===== src/rtl/compare_seq.sv =====
// Multi-cycle magnitude comparator: scans two WIDTH-bit operands MSB-first,
// DIGIT bits per clock, with Start/Busy/Done handshake and optional early exit.
module compare_seq #(
    parameter int WIDTH      = 8,
    parameter int DIGIT      = 1,
    parameter int EARLY_EXIT = 0
) (
    input  logic             clk,
    input  logic             reset,
    input  logic             Start,
    input  logic             Signed,
    input  logic [WIDTH-1:0] A,
    input  logic [WIDTH-1:0] B,
    output logic             Busy,
    output logic             Done,
    output logic             Equal,
    output logic             Alarger,
    output logic             Blarger
);

    localparam int N  = WIDTH / DIGIT;
    localparam int CW = $clog2(N) + 1;
    localparam logic [CW-1:0] LAST = CW'(N - 1);

    localparam logic [1:0] IDLE = 2'd0;
    localparam logic [1:0] SCAN = 2'd1;
    localparam logic [1:0] DONE = 2'd2;

    logic [1:0]       state, next_state;
    logic [WIDTH-1:0] sa, sb;
    logic [WIDTH-1:0] a_in, b_in;
    logic [CW-1:0]    count;
    logic             found, a_first;
    logic [DIGIT-1:0] da, db;
    logic             diff, finish, accept;

    always_comb begin
        da     = sa[WIDTH-1 -: DIGIT];
        db     = sb[WIDTH-1 -: DIGIT];
        diff   = (da != db);
        finish = (state == SCAN) && ((count == LAST) || ((EARLY_EXIT != 0) && diff));
        accept = Start && ((state == IDLE) || (state == DONE));
        // Offset-binary mapping: flipping both MSBs turns a signed order into an unsigned one.
        a_in = A;
        b_in = B;
        if (Signed) begin
            a_in[WIDTH-1] = ~A[WIDTH-1];
            b_in[WIDTH-1] = ~B[WIDTH-1];
        end
        next_state = state;
        case (state)
            IDLE:    next_state = accept ? SCAN : IDLE;
            SCAN:    next_state = finish ? DONE : SCAN;
            DONE:    next_state = accept ? SCAN : IDLE;
            default: next_state = IDLE;
        endcase
    end

    always_ff @(posedge clk) begin
        if (reset) begin
            state   <= IDLE;
            Busy    <= 1'b0;
            Done    <= 1'b0;
            Equal   <= 1'b0;
            Alarger <= 1'b0;
            Blarger <= 1'b0;
            sa      <= '0;
            sb      <= '0;
            count   <= '0;
            found   <= 1'b0;
            a_first <= 1'b0;
        end else begin
            state <= next_state;
            Busy  <= (next_state == SCAN);
            Done  <= (next_state == DONE);
            if (accept) begin
                sa      <= a_in;
                sb      <= b_in;
                count   <= '0;
                found   <= 1'b0;
                a_first <= 1'b0;
            end else if (state == SCAN) begin
                sa    <= sa << DIGIT;
                sb    <= sb << DIGIT;
                count <= finish ? '0 : count + 1'b1;
                if (diff && !found) begin
                    found   <= 1'b1;
                    a_first <= (da > db);
                end
            end
            // The winner may be recorded on an earlier edge or decided by this edge's digit.
            if (finish) begin
                if (found) begin
                    Equal   <= 1'b0;
                    Alarger <= a_first;
                    Blarger <= ~a_first;
                end else if (diff) begin
                    Equal   <= 1'b0;
                    Alarger <= (da > db);
                    Blarger <= (da < db);
                end else begin
                    Equal   <= 1'b1;
                    Alarger <= 1'b0;
                    Blarger <= 1'b0;
                end
            end
        end
    end

endmodule


===== config.mk =====
export PLATFORM = sky130hd
export DESIGN_NAME = compare_seq
export DESIGN_NICKNAME = d
export VERILOG_FILES = /design/src/rtl/compare_seq.sv
export SDC_FILE = /design/constraint.sdc
export NUM_CORES = 1
export LEC_CHECK = 0
export CAP_MARGIN = 10
export CORE_MARGIN = 3
export CORE_UTILIZATION = 53
export DETAILED_ROUTE_END_ITERATION = 6
export GPL_TIMING_DRIVEN = 0
export PLACE_DENSITY = 0.82
export RECOVER_POWER = 100
export SYNTH_ARGS = -nofsm -noshare
export SYNTH_HDL_FRONTEND = slang
export SYNTH_SLANG_ARGS = --single-unit

===== constraint.sdc =====
create_clock -name clk -period 4 [get_ports clk]
set_input_delay 1.2 -clock clk [delete_from_list [all_inputs] [get_ports clk]]
set_output_delay 1.2 -clock clk [all_outputs]
set_load 0.02 [all_outputs]

Yosys cells after proc, flatten, opt, wreduce, memory -nomap -nowiden
Index checks and enable logic that the tools add are counted.
Storage, ports and cells
  register bits: 29
  word-level logic and storage cells: 49
Cells by class
  add/sub/neg operators: 1
  order comparisons: 2
  eq/ne operators: 6
  multiplexer cells: 16
  bitwise gates (word level): 3
  reductions and logical operators: 10
Operator list (count)
  $mux 8: 4
  $mux 1: 9
  $add 4x1->4 const B: 1
  $eq 2x1->1 const B: 2
  $eq 2x2->1 const B: 2
  $eq 4x3->1 const B: 1
  $mux 4: 1
  $pmux 2 s2: 1
  $reduce_or 2->1: 2
  $logic_and 1x1->1: 3
  $not 1->1: 3
  $logic_not 2->1: 1
  $mux 2: 1
  $reduce_and 2->1: 1
  $reduce_bool 2->1: 1
  $gt 1x1->1: 1
  $logic_not 1->1: 1
  $logic_or 1x1->1: 1
  $lt 1x1->1: 1
  $ne 1x1->1: 1

Logic depth before layout (Yosys ltp)
Gate-level depths: netlist of the first run.
  depth after elaboration: 6
  depth in mapped cells: 5

Least setup slack after synthesis of the first run
Ideal clock, no wire load.
  kind: input -> register
  from: input port Start
  to: register sb[7]
  data arrival time: 1.807 ns
  path slack: 2.061 ns
  stages: 5
  buffers on the path: 2
  cells stage by stage: nor2b_1 > buf_2 > buf_2 > a22oi_1 > a21oi_1
On the way
  word-level cells in the longest chain between the ends: 2
  elaborated cells between the ends (all ways): 3
Ends and longest elaborated chain
  start, declared: line 10  | input logic Start,
  $logic_and 1x1->1 (*): line 42  | accept = Start && ((state == IDLE) || (state == DONE));
  $mux 8 or $reduce_bool 2->1 (tied branches)
  end signal, assigned: line 78  | sb <= b_in;
  end signal, assigned: line 84  | sb <= sb << DIGIT;
  end, declared: line 30  | logic [WIDTH-1:0] sa, sb;
Mark *: on every way between the ends. The rest lies on a longest branch, timed or not.
A chain may end at the register's enable or synchronous reset.

Worst setup path in the final report of the first run
  from: input port Start
  to: register sa[6]
On the way
  word-level cells in the longest chain between the ends: 2
  elaborated cells between the ends (all ways): 3
Ends and longest elaborated chain
  $logic_and 1x1->1 (*): line 42
  $mux 8 or $reduce_bool 2->1 (tied branches)
  end signal, assigned: line 77  | sa <= a_in;
  end signal, assigned: line 83  | sa <= sa << DIGIT;
  end, declared: line 30
Marked as above.

==> flow_summary.toml, run 1 <==
[worst_setup_path]
cp_max_fo = 10
cp.arrival_ns = 2.85
critical_path.max_stage_delay_ns = 0.54
reg2reg_from = "state[0]"
crit_path_cell_trace = "dlygate4sd3_1 > nor2b_1 > clkbuf_1 > clkbuf_1 > a22oi_1 > a21oi_1"
required_ns = 4.25
cp_slowest_cell = "dlygate4sd3_1"
crit_top_cell = "clkbuf_1"
worstSetupEndpointType = "flop"
critPathLaunchType = "input pin"
crit_type = "input pin to flop"
crit_path_start = "Start"

[pwr]
powerDensity_nw_per_um2 = 362.9
p_int_mw = 0.4138
power_frac_clock_pct = 28.6
combPwrFrac_pct = 16.0
switching_power_mw = 0.1533
swShare_pct = 27.03
seq_power_share_pct = 55.3
power_leakage_nw = 0.5765
ir_drop_v = 0.0002515
totalPowerFinal_mw = 0.5671

[worst_hold_path]
hold_path.startpoint = "sa[5]"
min_path_type = "flop to flop"

[detailed_routing]
drt_iter0_markers = 47
drtAntennaViolNets = 0
num_vias = 1154
via_per_inst = 5.918
wire_per_inst_microns = 14.51
wl_microns = 2830
drcViolationCount = 0
first_pass_iters = 4

[global_route]
grt_antenna_before_repair = 0
grtUsageTotal_pct = 21.59
grt_max_degree = 11
grt_pass1_vias = 1045
grt_pass1_wl_microns = 4581
overflow = 0

[timing]
setup_slack_ns = 1.396
worstMarginPinSlew_ns = 0.4777
post-route-period-util_pct = 65.10
finalSetupViolCount = 0
setup-tns-final_ns = 0
fin_skew_ns = 0.009742
fin_hold_ws_ns = 0.4751
maxSlewViolCount = 0
finalHoldViolations = 0
max-slew-margin-rel_pct = 68.15
fin_crit_ns = 2.604
fmax_ghz = 0.3840
rsz0062_at_grt = "false"

[synth]
synth.yosys.seq_area_share_pct = 46.26
synth_seq_cells = 29
synth_cell_types = 31
avgSynthCellArea_sq_um = 9.228
ys.flop_type = "dfxtp_1"
async_reset_ff_share_pct = 0
ys_warn_count = 0
synth_edf_count = 0
synth_cells = 136
syn_area_sq_um = 1255
synthesis.nets = 159

[die]
rows = 16
initial_utilization_pct = 59.70
die_area_sq_um = 2988
num_io_pins = 25
die_y_microns = 54.66
fp.dieW_microns = 54.66
core-area_sq_um = 2102

[cells_and_area]
diodes = 0
fillers = 168
drive_gt1_share_pct = 8.929
mostFrequentLayoutCell = "dfxtp_1"
design_area_sq_um = 1563
final_cells = 195
fin_nets = 190
area_growth_pct = 24.53
final_cell_mix = "dfxtp_1, a21oi_1, clkdlybuf4s50_1"
utilization_pct = 74.35

[job]
max-cap-violations = 0

[cts]
hold_buffers = 0
post-cts-setup-buffers = 0
clock_latency_ns = 0.32
cts_tree = "done"
clk_pin_slew_worst_paths_ns = 0.09
h-tree-depth = 2
cts_resized = 0
cts-root-buf = "clkbuf_4"
ctsLongestPathBuffers = 2
cts_made_buffers = 5
cts_sinks = 29

[placement]
place.gp.congestion = 0.8982
dp_cells = 187
port_buffers = 24
place_ws_ns = 1.467
hpwl_microns = 2130
placed_cell_area_sq_um = 1529

[outcome]
status = "complete, no violations"
layer usage:
| layer | track usage (%) | vias to the layer above | routed length [microns] |
|---|---|---|---|
| met5 | 0 | - | 0 |
| met4 | 6.224 | 0 | 36 |
| met3 | 5.722 | 6 | 207 |
| met2 | 37.40 | 42 | 1377 |
| met1 | 25.79 | 546 | 1207 |
| li1 | - | 560 | - |
critical path: cells and delay by family:
| kind | cells | cell delay [ns] |
|---|---|---|
| buf+inv | 3 | 1.22 |
| compound gates | 2 | 0.29 |
| simple gates | 1 | 0.12 |
sequential cells by signal, summed over array words and instances (netlist names):
register,cells
Done,1
Alarger,1
Busy,1
found,1
sa,8
count,4
state,2
Equal,1
a_first,1
sb,8
Blarger,1
path summary, 6_finish.rpt:
kind / end / slack [ns] / cells after the start
hold reg to reg: sa[5] / 0.48 / 2
hold / removal: sa[5] / 0.48 / 2
setup reg to reg: sa[6] / 2.46 / 5
setup / recovery: sa[6] / 1.40 / 6
cell families after synthesis:
kind of cell / after synthesis / share of synthesized area, %
adders and majority gates: 3 / 2.991
muxes: 3 / 2.393
and+or+nand+nor: 41 / 17.55
xor gates and xnor gates: 3 / 2.094
buffers and inverters: 15 / 6.282
AOI/OAI and AO/OA: 42 / 22.43
DFF: 29 / 46.26
power groups by stage:
| stage | logic (mW) | registers (mW) | clock network, mW |
|---|---|---|---|
| after floorplan | 0.0548 | 0.319 | 0 |
| after global placement | 0.0893 | 0.319 | 0 |
| after detailed placement | 0.0924 | 0.320 | 0 |
| after CTS | 0.0927 | 0.314 | 0.166 |
| after global routing | 0.0993 | 0.315 | 0.182 |
| final | 0.0910 | 0.314 | 0.162 |
cells in the mapped netlist, types with 2 or more instances:
cell,n,area share (%)
dfxtp_1,29,46
a21oi_1,18,7.2
nand3_1,16,6.4
a22oi_1,12,7.2
buf_2,6,2.4
nor3_1,6,2.4
inv_1,5,1.5
nand2_1,4,1.2
nor2_1,4,1.2
ha_1,3,3.0
mux2i_1,3,2.4
nand2b_1,3,1.5
xor2_1,3,2.1
a211oi_1,2,1.2
a31oi_1,2,1.0
buf_6,2,1.8
clkbuf_1,2,0.60
nor2b_1,2,1.0
o22ai_1,2,1.0
cell type report:
type                            instances  area [sq um]  area share (%)
Clock inverter                          2         10.01          0.6405
Timing Repair Buffer                   24         240.2           15.37
Sequential cell                        29         580.6           37.15
Inverter                                5         18.77           1.201
Clock buffer                            6         41.29           2.642
Multi-Input combinational cell         92         580.6           37.15
Tap cell                               27         33.78           2.162
Buffer                                 10         57.56           3.683
(Power assumes the default switching activity.)
==> run 2: changes to the inputs <==
--- a/config.mk
+++ b/config.mk
@@ -7,10 +7,10 @@
 export LEC_CHECK = 0
 export CAP_MARGIN = 10
 export CORE_MARGIN = 3
-export CORE_UTILIZATION = 53
+export CORE_UTILIZATION = 45
 export DETAILED_ROUTE_END_ITERATION = 6
 export GPL_TIMING_DRIVEN = 0
-export PLACE_DENSITY = 0.82
+export PLACE_DENSITY = 0.74
 export RECOVER_POWER = 100
 export SYNTH_ARGS = -nofsm -noshare
 export SYNTH_HDL_FRONTEND = slang
==> constraint.sdc (replaced) <==
create_clock -name clk -period 2.36 [get_ports clk]
set_input_delay 0.708 -clock clk [delete_from_list [all_inputs] [get_ports clk]]
set_output_delay 0.708 -clock clk [all_outputs]
set_load 0.02 [all_outputs]
==> run 2 against run 1 <==
  * Critical path type is now flop to output port
  * Core utilization shrank 12 points
  * Highest routed layer unchanged
  * Final cell count increased by 1.5%
  * Via count decreased by 2.0%
  * Clock power is 110% higher
==> flow_summary.toml, run 2 (synthesis results as in run 1) <==
[timing]
rsz0062_at_grt = "false"
post-route-period-util_pct = 86.87
setup_slack_ns = 0.3099
maxSlewViolCount = 0
finalSetupViolCount = 0
finalHoldViolations = 0
fin_skew_ns = 0.002030
fin_crit_ns = 2.050
fin_hold_ws_ns = 0.4795
fmax_ghz = 0.4878
worstMarginPinSlew_ns = 0.5581
setup-tns-final_ns = 0
max-slew-margin-rel_pct = 62.79

[die]
rows = 18
initial_utilization_pct = 48.88
num_io_pins = 25
die_y_microns = 58.81
fp.dieW_microns = 58.81
die_area_sq_um = 3459
core-area_sq_um = 2567

[detailed_routing]
wl_microns = 2881
first_pass_iters = 4
num_vias = 1131
drtAntennaViolNets = 0
wire_per_inst_microns = 14.55
drcViolationCount = 0
drt_iter0_markers = 35
via_per_inst = 5.712

[cts]
cts_made_buffers = 5
ctsLongestPathBuffers = 2
cts-root-buf = "clkbuf_4"
hold_buffers = 0
cts_tree = "done"
clk_pin_slew_worst_paths_ns = 0.09
post-cts-setup-buffers = 0
cts_sinks = 29
cts_resized = 0
h-tree-depth = 2
clock_latency_ns = 0.33

[cells_and_area]
utilization_pct = 62.23
design_area_sq_um = 1598
final_cell_mix = "dfxtp_1, a21oi_1, clkdlybuf4s50_1"
area_growth_pct = 27.32
final_cells = 198
fin_nets = 190
drive_gt1_share_pct = 10.71
diodes = 0
largest_registers = "sa (8), sb (8), count (4)"
mostFrequentLayoutCell = "dfxtp_1"

[placement]
place.gp.congestion = 0.7745
placed_cell_area_sq_um = 1533
hpwl_microns = 2102
place_ws_ns = 0.3083
dp_cells = 190
port_buffers = 24

[worst_setup_path]
cp_slowest_cell = "dlygate4sd3_1"
reg2reg_slack_ns = 0.82
cp.arrival_ns = 1.34
crit_path_cell_trace = "dlygate4sd3_1"
crit_path_start = "Equal"
critical_path.max_stage_delay_ns = 0.67
worstSetupEndpointType = "output port"
worst_r2r_path_depth = 4
reg2reg_to = "count[0]"
critPathBufInv = 1
required_ns = 1.65
path_delay_family = "buffers and inverters"
cp_max_fo = 2
crit_type = "flop to output port"
critPathLaunchType = "flop"
reg2reg_from = "state[0]"

[global_route]
grt_pass1_wl_microns = 4823
grt_pass1_vias = 1163
grt_antenna_before_repair = 0
overflow = 0
grt_max_degree = 11
grtUsageTotal_pct = 18.89

[pwr]
totalPowerFinal_mw = 1.027
ir_drop_v = 0.0004641
powerDensity_nw_per_um2 = 643.0
power_leakage_nw = 0.5943

[job]
max-cap-violations = 0

[worst_hold_path]
hold_end = "sa[0]"
hold_path.startpoint = "sa[0]"
hold_depth = 2
min_path_type = "flop to flop"

[outcome]
status = "complete, no violations"
run 2: changes by cell type in the layout (fill, tap and decap cells not counted), sizes merged:
cell and delta:
clkbuf +1, clkinv -1
run 2: worst max-delay path by stage:
stage | endpoint | slack, ns | depth (start not counted)
floorplan | sb[7] | 0.91 | 5
global route | Equal | 0.24 | 1
detailed placement | sb[2] | 0.31 | 6
global placement | sb[7] | 0.35 | 6
finish | Equal | 0.31 | 1
CTS | Equal | 0.35 | 1
run 2: layout make-up:
cell class / instances / area [sq um]
repair buffers: 24 / 240.2
clock buffers: 7 / 65.06
fillers: 245 / 969.7
plain buffers: 10 / 57.56
inverters: 5 / 18.77
flip-flops and latches: 29 / 580.6
clock inverters: 1 / 5.005
well taps: 30 / 37.54
multi-input cells: 92 / 593.1
run 2: metal layers:
| layer | wire length (microns) | global-route usage (%) | part of all wire (%) | vias to the layer above |
|---|---|---|---|---|
| met3 | 193 | 8.333 | 6.7 | 6 |
| met4 | 52 | 8.738 | 1.8 | 0 |
| met2 | 1427 | 31.70 | 50 | 36 |
| met1 | 1208 | 20.27 | 42 | 534 |
| li1 | - | - | - | 555 |
| met5 | 0 | 0 | 0 | - |
run 2: power breakdown:
part	internal (mW)	total, mW	switching [mW]
sequential	0.515	0.532	0.0172
clock	0.172	0.343	0.170
combinational	0.0734	0.153	0.0793
